<file path="src/rtl/tdm_pkg.sv">
// Shared definitions for the 2:1 TDM receive path: FSM encoding and slot width.
package tdm_pkg;

  // Default number of bits per channel slot; a frame is two slots, A first.
  localparam int TDM_W_DEFAULT = 8;

  // Receive FSM encoding; the values are fixed so that busy decodes as != IDLE.
  typedef enum logic [1:0] {
    IDLE   = 2'd0,
    SLOT_A = 2'd1,
    SLOT_B = 2'd2
  } tdm_state_e;

endpackage : tdm_pkg

</file>
<file path="src/rtl/tdm_demux2_if.sv">
// Bundle of the serial link input and the two channel outputs of the demux.
interface tdm_demux2_if #(
  parameter int W = tdm_pkg::TDM_W_DEFAULT
);

  logic         din;
  logic         din_valid;
  logic         sync;
  logic [W-1:0] a_data;
  logic         a_valid;
  logic [W-1:0] b_data;
  logic         b_valid;
  logic         frame_err;
  logic         busy;

  // Link side: drives the serial stream, observes the decoded channels.
  modport master (
    output din, din_valid, sync,
    input  a_data, a_valid, b_data, b_valid, frame_err, busy
  );

  // Demux side: consumes the serial stream, produces the decoded channels.
  modport slave (
    input  din, din_valid, sync,
    output a_data, a_valid, b_data, b_valid, frame_err, busy
  );

endinterface : tdm_demux2_if

</file>
<file path="src/rtl/tdm_demux2_bit_deser.sv">
// LSB-first shift-in register: writes one bit at a given index, can clear the
// partial word, and flags the beat that completes a slot.
module bit_deser
  import tdm_pkg::*;
#(
  parameter int W  = TDM_W_DEFAULT,
  localparam int CW = $clog2(W)
) (
  input  logic          clk,
  input  logic          rst_n,
  input  logic          clr_i,    // drop the partial word before this beat's load
  input  logic          load_i,   // store bit_i at idx_i
  input  logic [CW-1:0] idx_i,
  input  logic          bit_i,
  output logic [W-1:0]  word_o,   // assembled word including this beat's bit
  output logic          done_o    // this beat fills the last bit position
);

  logic [W-1:0] shift_q;
  logic [W-1:0] shift_d;
  logic [W-1:0] base;

  // Assemble the word seen this beat and the value to retain for the next one.
  always_comb begin
    base   = {W{1'b0}};
    word_o = {W{1'b0}};
    done_o = 1'b0;
    if (clr_i) begin
      base = {W{1'b0}};
    end else begin
      base = shift_q;
    end
    word_o = base;
    if (load_i) begin
      word_o[idx_i] = bit_i;
      done_o        = (idx_i == CW'(W - 1));
    end else begin
      done_o = 1'b0;
    end
    // A completed word is handed to the consumer; start the next slot clean.
    if (done_o) begin
      shift_d = {W{1'b0}};
    end else begin
      shift_d = word_o;
    end
  end

  // Shift register storage.
  always_ff @(posedge clk or negedge rst_n) begin
    if (!rst_n) begin
      shift_q <= {W{1'b0}};
    end else begin
      shift_q <= shift_d;
    end
  end

endmodule : bit_deser

</file>
<file path="src/rtl/tdm_demux2.sv">
// Receive end of the 2:1 TDM serial link: splits each sync-framed 2*W-bit
// frame into channel A and channel B words with one-cycle valid strobes.
module tdm_demux2
  import tdm_pkg::*;
#(
  parameter int W  = TDM_W_DEFAULT,
  localparam int CW = $clog2(W)
) (
  input  logic         clk,
  input  logic         rst_n,
  tdm_demux2_if.slave  bus
);

  tdm_state_e    state_q;
  logic [CW-1:0] cnt_q;
  logic [W-1:0]  a_data_q;
  logic [W-1:0]  b_data_q;
  logic          a_valid_q;
  logic          b_valid_q;
  logic          frame_err_q;

  logic          ds_load;
  logic          ds_clr;
  logic [CW-1:0] ds_idx;
  logic [W-1:0]  ds_word;
  logic          ds_done;

  // Steer the deserialiser: a sync beat always restarts at bit 0, a plain
  // beat inside a slot stores at the current counter, anything else holds.
  always_comb begin
    ds_load = 1'b0;
    ds_clr  = 1'b0;
    ds_idx  = cnt_q;
    if (bus.din_valid) begin
      if (bus.sync) begin
        ds_load = 1'b1;
        ds_clr  = 1'b1;
        ds_idx  = {CW{1'b0}};
      end else if (state_q != IDLE) begin
        ds_load = 1'b1;
      end else begin
        ds_load = 1'b0;
      end
    end else begin
      ds_load = 1'b0;
    end
  end

  bit_deser #(.W(W)) u_deser (
    .clk    (clk),
    .rst_n  (rst_n),
    .clr_i  (ds_clr),
    .load_i (ds_load),
    .idx_i  (ds_idx),
    .bit_i  (bus.din),
    .word_o (ds_word),
    .done_o (ds_done)
  );

  // Frame FSM with slot counter, output word registers and strobes.
  always_ff @(posedge clk or negedge rst_n) begin
    if (!rst_n) begin
      state_q     <= IDLE;
      cnt_q       <= {CW{1'b0}};
      a_data_q    <= {W{1'b0}};
      b_data_q    <= {W{1'b0}};
      a_valid_q   <= 1'b0;
      b_valid_q   <= 1'b0;
      frame_err_q <= 1'b0;
    end else begin
      a_valid_q   <= 1'b0;
      b_valid_q   <= 1'b0;
      frame_err_q <= 1'b0;
      if (bus.din_valid) begin
        case (state_q)
          IDLE: begin
            if (bus.sync) begin
              cnt_q   <= CW'(1);
              state_q <= SLOT_A;
            end else begin
              state_q <= IDLE;
            end
          end
          SLOT_A, SLOT_B: begin
            if (bus.sync) begin
              // Resync wins over completion, even on a slot's last bit.
              frame_err_q <= 1'b1;
              cnt_q       <= CW'(1);
              state_q     <= SLOT_A;
            end else if (ds_done) begin
              cnt_q <= {CW{1'b0}};
              if (state_q == SLOT_A) begin
                a_data_q  <= ds_word;
                a_valid_q <= 1'b1;
                state_q   <= SLOT_B;
              end else begin
                b_data_q  <= ds_word;
                b_valid_q <= 1'b1;
                state_q   <= IDLE;
              end
            end else begin
              cnt_q <= cnt_q + CW'(1);
            end
          end
          default: begin
            cnt_q   <= {CW{1'b0}};
            state_q <= IDLE;
          end
        endcase
      end else begin
        state_q <= state_q;
      end
    end
  end

  assign bus.a_data    = a_data_q;
  assign bus.b_data    = b_data_q;
  assign bus.a_valid   = a_valid_q;
  assign bus.b_valid   = b_valid_q;
  assign bus.frame_err = frame_err_q;
  assign bus.busy      = (state_q != IDLE);

endmodule : tdm_demux2

</file>
<file path="src/flat_wrapper.sv">
// flat-port wrapper written by rule: the top's interface ports become plain ports
module tdm_demux2_flat import tdm_pkg::*;
#(
  parameter int W  = TDM_W_DEFAULT,
  localparam int CW = $clog2(W)
)
  (clk, rst_n, bus_din, bus_din_valid, bus_sync, bus_a_data, bus_a_valid, bus_b_data, bus_b_valid, bus_frame_err, bus_busy);
  tdm_demux2_if #(.W(W)) bus_i ();
  input  logic clk;
  input  logic rst_n;
  input wire logic [$bits(bus_i.din)-1:0] bus_din;
  input wire logic [$bits(bus_i.din_valid)-1:0] bus_din_valid;
  input wire logic [$bits(bus_i.sync)-1:0] bus_sync;
  output wire logic [$bits(bus_i.a_data)-1:0] bus_a_data;
  output wire logic [$bits(bus_i.a_valid)-1:0] bus_a_valid;
  output wire logic [$bits(bus_i.b_data)-1:0] bus_b_data;
  output wire logic [$bits(bus_i.b_valid)-1:0] bus_b_valid;
  output wire logic [$bits(bus_i.frame_err)-1:0] bus_frame_err;
  output wire logic [$bits(bus_i.busy)-1:0] bus_busy;
  assign bus_i.din = bus_din;
  assign bus_i.din_valid = bus_din_valid;
  assign bus_i.sync = bus_sync;
  assign bus_a_data = bus_i.a_data;
  assign bus_a_valid = bus_i.a_valid;
  assign bus_b_data = bus_i.b_data;
  assign bus_b_valid = bus_i.b_valid;
  assign bus_frame_err = bus_i.frame_err;
  assign bus_busy = bus_i.busy;
  tdm_demux2 #(.W(W)) u_core (.clk(clk), .rst_n(rst_n), .bus(bus_i));
endmodule
</file>
<file path="config.mk">
export PLATFORM = sky130hd
export DESIGN_NAME = tdm_demux2_flat
export DESIGN_NICKNAME = d
export VERILOG_FILES = /design/src/rtl/tdm_pkg.sv /design/src/rtl/tdm_demux2_if.sv /design/src/rtl/tdm_demux2_bit_deser.sv /design/src/rtl/tdm_demux2.sv /design/src/flat_wrapper.sv
export SDC_FILE = /design/constraint.sdc
export NUM_CORES = 1
export LEC_CHECK = 0
export BUFFER_PORTS_ARGS = -buffer_cell sky130_fd_sc_hd__buf_2
export CAP_MARGIN = 20
export CORE_ASPECT_RATIO = 1.25
export CORE_MARGIN = 2
export CORE_UTILIZATION = 40
export CTS_CLUSTER_DIAMETER = 30
export DETAILED_ROUTE_END_ITERATION = 10
export PLACE_DENSITY_LB_ADDON = 0.05
export SYNTH_ARGS = -nofsm -noshare
export SYNTH_HDL_FRONTEND = slang
export SYNTH_SLANG_ARGS = --single-unit
</file>
<file path="constraint.sdc">
create_clock -name clk -period 2.65 [get_ports clk]
set_input_delay 0.265 -clock clk [delete_from_list [all_inputs] [get_ports clk]]
set_output_delay 0.265 -clock clk [all_outputs]
set_load 0.01 [all_outputs]
</file>
==> key figures, run 1 <==
Detailed routing
  • Final wirelength: between 3000 and 4000 um
  • ANT nets after route: 0
  • DR pass1 iterations: 4
  • # DRC: 0
  • First-iteration detailed-routing DRC count: 87
  • DR vias: about 1,200
  • Via-to-Cell Ratio: 5.310
  • Per-cell routed wire length: 15.59 um

Place
  • GP Congestion: 0.7437
  • Buffers on Ports: 24
  • Post-DP HPWL: about 2400 um

GRT
  • Largest net degree at the start of global routing: 32
  • Vias in the first global route: 1,207
  • GR Util All Layers: 17.23%
  • First-pass GRT wire length: 5968 um
  • Total grt overflow: 0
  • Initial antenna violation count: 0

Timing
  • Crit path time final: between 2 and 2.5 ns
  • F_max: 0.4378 GHz
  • Max Transition Viols Final: 0
  • Clock skew: 0.004441 ns
  • Fin crit share: 86.18%
  • # setup viols final: 0
  • Fin Setup TNS: 0 ns
  • RSZ-0062 raised after global routing: false
  • Final hold violation count: 0
  • Slew HR: 52.47%
  • Worst Tran Pin Value: 0.7130 ns

Job
  • Max-Cap Viols: 0

Critical path
  • Worst endpoint data arrival time: 2.46 ns
  • Reg2Reg Setup Slack: 0.37 ns
  • Critical Path Start Type: flip-flop
  • Max FO, Critical Path: 12
  • Crit path kind: reg -> reg
  • CP Capture Type: flip-flop
  • FF-to-FF Start: u_core.state_q[0]
  • R2R depth: 6
  • Worst EP required: 2.83 ns
  • R2r endpoint: u_core.bus.b_data[0]

Clock tree
  • Root buf cell: clkbuf_8
  • CTS tree: built
  • Clk buf depth: 2
  • Resized cells post-CTS: 0
  • Post-CTS Hold Buffers: 0
  • Clock-pin slew on the worst setup and hold paths: roughly 0.070 ns
  • Clk Latency, worst-skew pair: 0.29 ns
  • Post CTS Setup Buffer Count: 0
  • # H-tree levels: 2
  • Num CTS Buffers: 5
  • Sink Count: 31

Floorplanning
  • Chip width: 61.58 um
  • Die Ht: 75.98 um
  • Core Region: 4034 sq um
  • I/O pins: 25
  • Cell Rows: 26
  • Initial Util: 41.10%
  • Die area: 4679 sq um

Outcome
  • Status: finished, final reports clean

Synthesis
  • Synth Cell Area: ~1700 sq um
  • Mapped Nets: 158
  • Most used DFF post-synth: dfrtp_1
  • Avg Cell Area, Syn: ~11 sq um
  • Sequential area share after synthesis: 46.79%
  • Mapped Cells: 148
  • Post-synth EDFFs: 0
  • Post-synth cell types: 45
  • Asr flop ratio synth: between 90% and 100%
  • Yosys reg bits: 31
  • Synth warn: 0

Layout
  • Share of cells above drive strength 1: 28.90%
  • Post-Route Utilization: 47.70%
  • Final net count: approximately 180
  • Combined area of the multi-input logic cells: 777.0 sq um
  • P&R area growth vs syn: 16.08%
  • Fillers: slightly above 400
  • Register Area: a little under 800 sq um
  • ANT cells: 0

Power
  • Pwr/cell area: 648.4 nW/um^2
  • Peak supply drop: approximately 320 uV
  • Leakage: between 0.9 and 1 nW

Min path
  • Min-Delay Path Class: in -> async
per-stage QoR:
stage	total power [mW]	cells	instance area [sq um]	setup slack (ns)	hold slack [ns]
after floorplan	0.7153	148	1658	0.7786	-0.03059
after global placement	0.7601	221	1807	0.4564	0.3522
after detailed placement	0.7652	221	1807	0.3666	0.3681
after CTS	1.260	229	1924	0.3504	0.05141
after global routing	1.310	229	1924	0.2087	0.08457
final	1.248	229	1924	0.3661	0.02714
cell type report:
cell class	instances	share of cell area, %
multi-input combinational	95	40.38
sequential	31	40.31
timing repair buffer	26	7.022
clock buffer	6	4.291
tap	56	3.641
inverter	13	2.536
clock inverter	2	1.821
power breakdown:
| part | leakage (nW) | total (mW) | switching [mW] | internal (mW) |
|---|---|---|---|---|
| Combinational | 0.457 | 0.204 | 0.110 | 0.0943 |
| Clock | 0.0612 | 0.490 | 0.186 | 0.304 |
| Sequential | 0.389 | 0.553 | 0.0445 | 0.509 |
| Total | 0.908 | 1.25 | 0.341 | 0.907 |
synth_stat cells (2+ instances only):
master / n / area, sq um
dfrtp_1: 31 / 775.7
inv_1: 13 / 48.80
mux2i_1: 10 / 100.1
nor2b_1: 10 / 62.56
nand2_1: 8 / 30.03
mux2_2: 6 / 67.56
ha_1: 5 / 62.56
o21ai_0: 5 / 25.02
a21oi_1: 4 / 20.02
nand2b_1: 4 / 25.02
buf_2: 3 / 15.01
clkbuf_1: 3 / 11.26
mux2_4: 3 / 45.04
nor2_1: 3 / 11.26
nor4b_1: 3 / 26.28
o211ai_1: 3 / 22.52
and4bb_2: 2 / 25.02
buf_6: 2 / 22.52
nand3_1: 2 / 10.01
nor3b_1: 2 / 15.01
o21a_1: 2 / 15.01
cell usage in the layout, fill, tap and decap left out, drive strengths merged, types with 2 or more instances in the layout:
cell     netlist  routed
a21oi          4       4
and4bb         2       2
buf            6      26
clkbuf         3       6
dfrtp         31      31
ha             5       5
inv           13      13
mux2           9       9
mux2i         10      10
nand2          8       8
nand2b         4       4
nand3          2       2
nand4bb        2       2
nor2           4       4
nor2b         10      10
nor3b          2       2
nor4b          4       4
o211ai         3       3
o21a           2       2
o21ai          5       5
routing by layer:
layer	share of wire [%]	global-route usage, %	vias up
met3	4.6	4.244	5
met4	1.8	7.021	0
li1	-	-	569
met1	45	23.13	609
met5	0	0	-
met2	49	26.11	33
worst max-delay path by stage:
stage | end | depth (start not counted) | slack (ns) | from
after floorplan | u_core.bus.b_data[0] | 7 | 0.78 | u_core.state_q[0]
after global placement | u_core.bus.b_data[7] | 6 | 0.46 | u_core.state_q[0]
after detailed placement | u_core.bus.b_data[0] | 6 | 0.37 | u_core.state_q[0]
after CTS | u_core.bus.b_data[7] | 6 | 0.35 | u_core.state_q[0]
after global routing | u_core.bus.b_data[7] | 6 | 0.21 | u_core.state_q[0]
final | u_core.bus.b_data[0] | 6 | 0.37 | u_core.state_q[0]
registers in the layout, indices dropped and copies added (netlist names):
register                cells
u_core.state_q              2
u_core.bus.frame_err        1
u_core.cnt_q                3
u_core.u_deser.shift_q      7
u_core.bus.a_valid          1
u_core.bus.b_data           8
u_core.bus.a_data           8
u_core.bus.b_valid          1
worst max-delay path, stage by stage, from the launching register on:
cell and delay (ns):
dfrtp_1 0.43, inv_1 0.08, ha_1 0.33, nand4bb_2 0.45
nor4b_4 0.32, buf_4 0.24, mux2_4 0.31
kinds of logic after synthesis:
logic type      count (synthesis)  share of synthesized area (%)
fa+ha+maj                       5                          3.774
flops                          31                          46.79
simple gates                   45                          19.17
buf+inv                        22                          6.340
compound gates                 26                          11.10
mux                            19                          12.83
Power figures use the tool's default switching activity.
==> run 2, diff against run 1 <==
--- a/config.mk
+++ b/config.mk
@@ -7,3 +7,2 @@
 export LEC_CHECK = 0
-export BUFFER_PORTS_ARGS = -buffer_cell sky130_fd_sc_hd__buf_2
 export CAP_MARGIN = 20
@@ -14,2 +13,3 @@
 export DETAILED_ROUTE_END_ITERATION = 10
+export DONT_BUFFER_PORTS = 1
 export PLACE_DENSITY_LB_ADDON = 0.05
==> constraint.sdc (replaced) <==
create_clock -name clk -period 2.65 [get_ports clk]
set_input_delay 0.1325 -clock clk [delete_from_list [all_inputs] [get_ports clk]]
set_output_delay 0.1325 -clock clk [all_outputs]
set_load 0.01 [all_outputs]
==> key figures, run 2 (synthesized netlist as in run 1, its figures left out) <==
Detailed routing
  • DR vias: 1,123 (was 1,216)
  • Via-to-Cell Ratio: 5.348 (was 5.310)
  • DR pass1 iterations: 4 (unchanged)
  • Per-cell routed wire length: 16.19 um (was 15.59 um)
  • Final wirelength: 3399 um (was 3569 um)
  • WL met3: 129 um (was 163 um)
  • # DRC: 0 (unchanged)
  • Routed length on met2: 1747 um (was 1731 um)
  • ANT nets after route: 0 (unchanged)
  • First-iteration detailed-routing DRC count: 56 (was 87)
  • Metal-1 WL: 1466 um (was 1608 um)
  • Max layer used: met4 (unchanged)

Critical path
  • Max FO, Critical Path: 12 (unchanged)
  • Critical Path Start Type: flip-flop (unchanged)
  • Crit path largest cell delay: 0.57 ns (was 0.45 ns)
  • CP Capture Type: flip-flop (unchanged)
  • Worst endpoint data arrival time: 2.59 ns (was 2.46 ns)
  • Slowest cell on crit path: dlygate4sd3_1 (was nand4bb_2)
  • Critical path's top delay family: buffers and inverters (was simple AND/OR/NAND/NOR gates)
  • Crit path kind: reg -> reg (unchanged)
  • CP cell instances: inv_1 -> ha_1 -> nand4bb_2 -> o21ai_1 -> a221oi_1 -> dlygate4sd3_1 (was inv_1 -> ha_1 -> nand4bb_2 -> nor4b_4 -> buf_4 -> mux2_4)
  • WP buf/inv: 2 (unchanged)
  • Worst EP required: 2.82 ns (was 2.83 ns)

Floorplanning
  • Chip width: 61.58 um (unchanged)
  • Die area: 4679 sq um (unchanged)
  • Initial Util: 41.10% (unchanged)
  • Core Region: 4034 sq um (unchanged)
  • I/O pins: 25 (unchanged)
  • Cell Rows: 26 (unchanged)
  • Die Ht: 75.98 um (unchanged)

Place
  • Post-DP HPWL: 2292 um (was 2369 um)
  • GP Congestion: 0.7902 (was 0.7437)
  • DP Worst Slack: 0.3708 ns (was 0.3666 ns)
  • Placed insts: 197 (was 221)
  • Buffers on Ports: 0 (was 24)

Timing
  • Clock skew: 0.005987 ns (was 0.004441 ns)
  • Fin Setup TNS: 0 ns (unchanged)
  • Worst Tran Pin Value: 0.4566 ns (was 0.7130 ns)
  • Final hold violation count: 0 (unchanged)
  • F_max: 0.4134 GHz (was 0.4378 GHz)
  • Fin crit share: 91.28% (was 86.18%)
  • Max Transition Viols Final: 0 (unchanged)
  • # setup viols final: 0 (unchanged)
  • RSZ-0062 raised after global routing: false (unchanged)
  • Crit path time final: 2.419 ns (was 2.284 ns)
  • Crit path setup slack, layout: 0.2312 ns (was 0.3661 ns)
  • Slew HR: 69.13% (was 52.47%)

Clock tree
  • Post CTS Setup Buffer Count: 0 (unchanged)
  • Clock-pin slew on the worst setup and hold paths: 0.07 ns (about the same)
  • Clk Latency, worst-skew pair: 0.28 ns (was 0.29 ns)
  • Clk buf depth: 2 (unchanged)
  • Root buf cell: clkbuf_8 (unchanged)
  • CTS tree: built (unchanged)
  • Num CTS Buffers: 5 (unchanged)
  • # H-tree levels: 2 (unchanged)
  • Sink Count: 31 (unchanged)

Layout
  • P&R area growth vs syn: 12.60% (was 16.08%)
  • Final cell count without fillers: 210 (was 229)
  • Commonest non-fill, non-tap cell in the layout: dfrtp_1 (unchanged)
  • Final net count: 163 (was 182)
  • Share of cells above drive strength 1: 18.18% (was 28.90%)
  • ANT cells: 0 (unchanged)
  • Commonest non-fill, non-tap cells in the layout: dfrtp_1, inv_1, nor2b_1, mux2i_1, nand2_1 (was dfrtp_1, buf_2, inv_1)

Job
  • Max-Cap Viols: 0 (unchanged)

GRT
  • Total grt overflow: 0 (unchanged)
  • Initial antenna violation count: 0 (unchanged)
  • Largest net degree at the start of global routing: 32 (unchanged)
  • Vias in the first global route: 1,123 (was 1,207)
  • First-pass GRT wire length: 5706 um (was 5968 um)
  • GR Util All Layers: 16.37% (was 17.23%)

Power
  • Peak supply drop: 281.2 uV (was 316.9 uV)
  • Pwr/cell area: 657.8 nW/um^2 (was 648.4 nW/um^2)
  • Leakage: 0.8337 nW (was 0.9077 nW)

Outcome
  • Status: finished, final reports clean (unchanged)

Min path
  • Min-Delay Path Class: in -> reg (was in -> async)
-- run 2: cell count changes in the layout (fill, tap and decap cells not counted) --
| cell | previous run | this run |
|---|---|---|
| buf_12 | 0 | 1 |
| buf_2 | 24 | 0 |
| dlygate4sd3_1 | 0 | 4 |
| nor2_1 | 3 | 2 |
| nor2_2 | 1 | 2 |
| o21ai_0 | 5 | 4 |
| o21ai_1 | 0 | 1 |
-- run 2: power by group --
part	total [mW]	internal, mW	switching (mW)
logic	0.194	0.0941	0.0995
registers	0.554	0.509	0.0450
clock network	0.481	0.304	0.177
-- run 2: cell type report --
| class | instances | area (sq um) |
|---|---|---|
| clock buffers | 6 | 82.58 |
| clock inverters | 2 | 35.03 |
| fillers | 394 | 2167 |
| inverters | 13 | 48.80 |
| multi-input cells | 95 | 779.5 |
| flip-flops and latches | 31 | 775.7 |
| well taps | 56 | 70.07 |
| repair buffers | 7 | 75.07 |
-- run 2: metrics by stage --
stage | util [%] | hold WS (ns) | cell area (sq um) | total power [mW]
global route | 46.28 | 0.007419 | 1867 | 1.290
global placement | 41.81 | -0.1621 | 1687 | 0.7346
detailed placement | 41.81 | -0.1623 | 1687 | 0.7390
CTS | 46.22 | 0.0005261 | 1864 | 1.244
finish | 46.28 | 0.003828 | 1867 | 1.228
floorplan | - | -0.1631 | 1658 | 0.7153
-- run 2: per-layer routing --
metal	GRT usage (%)	vias up
met1	20.70	570
met2	26.21	20
li1	-	528
met3	4.414	5
met4	5.745	0
met5	0	-
-- run 2: final timing paths --
path	slack [ns]	startpoint	end	cells past startpoint
min	0.004	bus_din_valid	u_core.bus.frame_err	1
max	0.23	u_core.state_q[0]	u_core.u_deser.shift_q[5]	6
min in group asynchronous	0.29	rst_n	u_core.state_q[0]	2
min reg2reg	0.53	u_core.u_deser.shift_q[3]	u_core.u_deser.shift_q[3]	2
max in group asynchronous	2.19	rst_n	u_core.bus.b_data[6]	2
max reg2reg	0.23	u_core.state_q[0]	u_core.u_deser.shift_q[5]	6
-- run 2: timing repair --
action | CTS | global route
hold buffers | 5 | 0
setup endpoints to repair | 0 | 1
gates resized for setup | 0 | 2
hold endpoints to repair | 34 | 0
